==> config.mk <==
export PLATFORM = sky130hd
export DESIGN_NAME = deserializer
export DESIGN_NICKNAME = d
export VERILOG_FILES = /design/src/rtl/deserializer_pkg.sv /design/src/rtl/deserializer.sv
export SDC_FILE = /design/constraint.sdc
export NUM_CORES = 1
export LEC_CHECK = 0
export ABC_AREA = 1
export BUFFER_PORTS_ARGS = -buffer_cell sky130_fd_sc_hd__clkbuf_2
export CORE_AREA = 2 2 39 41
export DETAILED_ROUTE_END_ITERATION = 8
export DIE_AREA = 0 0 41 43
export PLACE_DENSITY = 0.7
export SYNTH_ARGS = -nofsm -noshare
export SYNTH_HDL_FRONTEND = slang
export SYNTH_SLANG_ARGS = --single-unit
==> constraint.sdc <==
create_clock -name CLK -period 0.8 [get_ports CLK]
set_clock_uncertainty 0.05 [all_clocks]
set_input_delay 0.04 -clock CLK [delete_from_list [all_inputs] [get_ports CLK]]
set_output_delay 0.04 -clock CLK [all_outputs]
set_load 0.02 [all_outputs]
==> src/rtl/deserializer_pkg.sv <==
// Shared constants for the UART receive path.
// Holds the widths of the oversampling prescale and edge-counter buses.
package deserializer_pkg;

    localparam int PRESCALE_W = 5;
    localparam int EDGE_CNT_W = 3;

endpackage

==> src/rtl/deserializer.sv <==
// UART receive deserializer: shifts one sampled bit per bit period into
// P_DATA, LSB first, on the last oversample edge of each data bit.
module deserializer
    import deserializer_pkg::*;
#(
    parameter int IN_width = 8
) (
    input  logic                  CLK,
    input  logic                  RST,
    input  logic                  sampled_bit,
    input  logic                  deser_en,
    input  logic [EDGE_CNT_W-1:0] edge_cnt,
    input  logic [PRESCALE_W-1:0] prescale,
    output logic [IN_width-1:0]   P_DATA
);

    logic [PRESCALE_W-1:0] edge_ext;
    logic [PRESCALE_W-1:0] last_edge;
    logic                  shift;

    // Shift on the final edge of the bit period; prescale=0 wraps to 31
    // and prescale>8 is unreachable by the 3-bit counter, so neither shifts.
    always_comb begin
        edge_ext  = {{(PRESCALE_W-EDGE_CNT_W){1'b0}}, edge_cnt};
        last_edge = prescale - {{(PRESCALE_W-1){1'b0}}, 1'b1};
        shift     = deser_en && (edge_ext == last_edge);
    end

    // New bit enters at the MSB so the first bit lands in bit 0 after a frame.
    always_ff @(posedge CLK or negedge RST) begin
        if (!RST) begin
            P_DATA <= '0;
        end else if (shift) begin
            P_DATA <= {sampled_bit, P_DATA[IN_width-1:1]};
        end
    end

endmodule

==> key figures <==
Detailed routing
  – Iteration-0 DRC Markers: 18
  – DRT antenna net count: 0
  – First-pass DRT Iterations: 4
  – Routed WL: 1339 um
  – DRC Markers: 0
  – Avg Vias per Cell: 4.639
  – Via count: 566
  – WL per Instance: 10.98 um

Global route
  – Met2 Usage GRT: 0.2813
  – Gr ovfl total: 0
  – First-pass GRT wire length: 2021 um
  – GR Util met1: 0.1933
  – Met3 Track Usage GR: 0.04712
  – Vias in the first global route: 516
  – Initial antenna violation count: 0
  – Top Usage Layer GRT: met2
  – Largest net degree at the start of global routing: 10
  – Tot GR Track Use: 0.1655

STA
  – Fmax: 972.5 MHz
  – Setup-failing EPs final: 16
  – Transition time of the tightest slew-check pin: 0.2046 ns
  – Max-slew violation count: 0
  – Period utilization: 1.285
  – RSZ-0062 raised after global routing: true
  – Final hold violations: 0
  – Final worst slack: -0.2283 ns
  – Max_slew headroom: 0.8636
  – Crit path time final: 1.028 ns
  – Fin Hold WS: 0.1329 ns

Placed design
  – DP HPWL: 783.2 um
  – GP Congestion: 0.7705
  – Post-DP Area: about 670 sq um
  – IO Port Bufs: 19

Floorplanning
  – Placement Rows: 14
  – Die W: slightly above 40 um
  – Floorplan die height: 43 um
  – Initial Util: 0.3626
  – # IOs: 20
  – Die area: between 1500 and 2000 sq um
  – CORE AREA: 1384 sq um

Critical path
  – Crit path capture type: flop
  – Buf/Inv on CP: 3
  – Top Family by Delay on Critical Path: simple AND/OR/NAND/NOR gates
  – Worst path cell trace: clkbuf_16, inv_12, ha_4, nand2_2, inv_2, nor2_2, nand2_2, nor2_8, nand2_8, nand2_2, nand2_1
  – Reg2Reg Depth: 3
  – CP Max Fanout: 8
  – Worst R2R End: P_DATA[3]
  – Worst EP required: ~0.89 ns
  – Slowest cell on the critical path: ha_4
  – Worst R2R Start: P_DATA[4]
  – Critical path launch point type: input port
  – Worst path most repeated cell: nand2_2
  – Reg2reg setup slack: -0.05 ns
  – CP Class: input port to flop
  – CP max stage delay: roughly 0.18 ns
  – Critical path arrival: 1.12 ns

Power
  – Switching share of total power: 0.3207
  – Psw: around 420 uW
  – Power Dens Cells: 1356 nW/um^2
  – Combinational power share: 0.410
  – Max VDD drop: 1.089 mV
  – Design Power: around 1.3 mW
  – Sequential share of power: 0.360
  – Internal power: 893.3 uW
  – Pleak: between 0.5 and 0.6 nW
  – Clock power frac: 0.230

Cells and area
  – Leading cell type in the layout, fill and taps excluded: nand2_1
  – Final net count: 121
  – Commonest non-fill, non-tap cells in the layout: 18 x nand2_1, 10 x nand3_1, 10 x nand2_2, 10 x buf_4, 9 x clkbuf_2
  – Max reg flops: 8
  – Largest regs: P_DATA x8
  – FILL cells: 99
  – Share of layout cells above drive strength 1: 0.5566
  – Final std cell area, no fill: 969.7 sq um
  – Most flop-heavy register: P_DATA
  – Antenna Cells: 0
  – Core Util, Final: 0.7007
  – Area grow syn2layout: 93.27%

Synth
  – Post-synth cell types: 11
  – Register area share after synthesis: 0.3990
  – Seq cells post-synth: 8
  – Mux cell area share after synthesis: 0
  – Post-Syn Area per Cell: 7.378 sq um
  – Simple-gate area share of the yosys netlist: 0.5237
  – Synth Area in Compound Gates: 0
  – Area share of fa/ha/maj cells after synthesis: 0.02494
  – Xor/xnor cell area share of the yosys netlist: 0
  – Cell area after synthesis: 501.7 sq um
  – Syn_nets: 81
  – Largest family of logic cells by synthesized area: simple AND/OR/NAND/NOR gates
  – Mapped Cells: 68
  – Ys Warns: 0

Worst hold path
  – Min-delay worst type: input port to asynchronous set/reset pin

Clock network
  – Num CTS Buffers: 3
  – Clk buf depth: 2
  – Worst-Skew Late Latency: around 0.25 ns
  – CTS sink count: 8
  – CTS Root Buffer Type: clkbuf_4
  – H-tree lvl count: 1
  – CTS tree: done
  – Clock-pin slew on the worst setup and hold paths: 0.05 ns

Run status
  – Failing checks: negative setup slack
  – Status: complete, but fails checks

Run
  – Max Cap Viol: 0
repair_timing:
item | CTS | global route
buffers inserted | 6 | 3
cloned | 1 | 1
hold buffers | 2 | 0
pin swaps | 8 | 12
setup endpoints to repair | 16 | 16
resized for setup | 18 | 23
endpoints found under the hold margin | 9 | 0
area by class of cell:
cell class                 count  area (sq um)  share of cell area
tap                           16         20.02             0.02065
sequential                     8         200.2              0.2065
inverter                       7         43.79             0.04516
timing repair buffer          33         316.6              0.3265
clock buffer                   3         22.52             0.02323
multi-input combinational     55         366.6              0.3781
per-layer routing:
| metal | vias to the layer above | part of all wire |
|---|---|---|
| li1 | 296 | - |
| met1 | 258 | 0.42 |
| met2 | 12 | 0.55 |
| met3 | 0 | 0.036 |
| met4 | 0 | 0 |
| met5 | - | 0 |
power by group through the flow:
stage,sequential (mW),combinational (mW),clock [mW]
global route,0.479,0.582,0.332
finish,0.474,0.539,0.303
global placement,0.483,0.307,0
CTS,0.471,0.473,0.313
floorplan,0.530,0.146,0
detailed placement,0.484,0.314,0
logic make-up after synthesis:
group	count (synthesis)
buffers and inverters	7
flip-flops	8
adder cells (fa/ha/maj)	1
AND/OR/NAND/NOR	52
synthesized netlist by cell type:
master	count	share of area
nor2_2	1	0.012
dfrtp_1	8	0.40
nand2_2	3	0.037
nand2_1	28	0.21
ha_1	1	0.025
nand3_1	11	0.11
inv_1	7	0.052
nor2_1	5	0.037
nand3b_1	1	0.015
nand2_4	1	0.022
nor2_8	2	0.080
worst register-to-register path, delay by kind of cell, from the launching register on:
kind	cells	cell delay [ns]
DFF	1	0.39
buffers and inverters	1	0.16
and+or+nand+nor	2	0.15
metrics by stage:
stage | instances | setup WS, ns | setup TNS [ns]
2_1_floorplan | 68 | -0.2481 | -1.949
3_3_place_gp | 106 | -0.5150 | -4.086
3_5_place_dp | 106 | -0.5448 | -4.246
4_1_cts | 118 | -0.2238 | -2.397
5_1_grt | 122 | -0.2976 | -3.148
6_report | 122 | -0.2283 | -2.343
how the worst max path moves through the flow:
stage                     start         to  slack (ns)  cells past startpoint
finish              prescale[1]  P_DATA[6]       -0.23                     11
global route        prescale[1]  P_DATA[6]       -0.30                     11
CTS                 prescale[1]  P_DATA[2]       -0.22                     11
detailed placement  prescale[1]  P_DATA[3]       -0.54                     11
global placement    prescale[1]  P_DATA[1]       -0.52                     11
floorplan           prescale[1]  P_DATA[1]       -0.25                     10
Note: power is estimated with default switching activity, not from simulation.
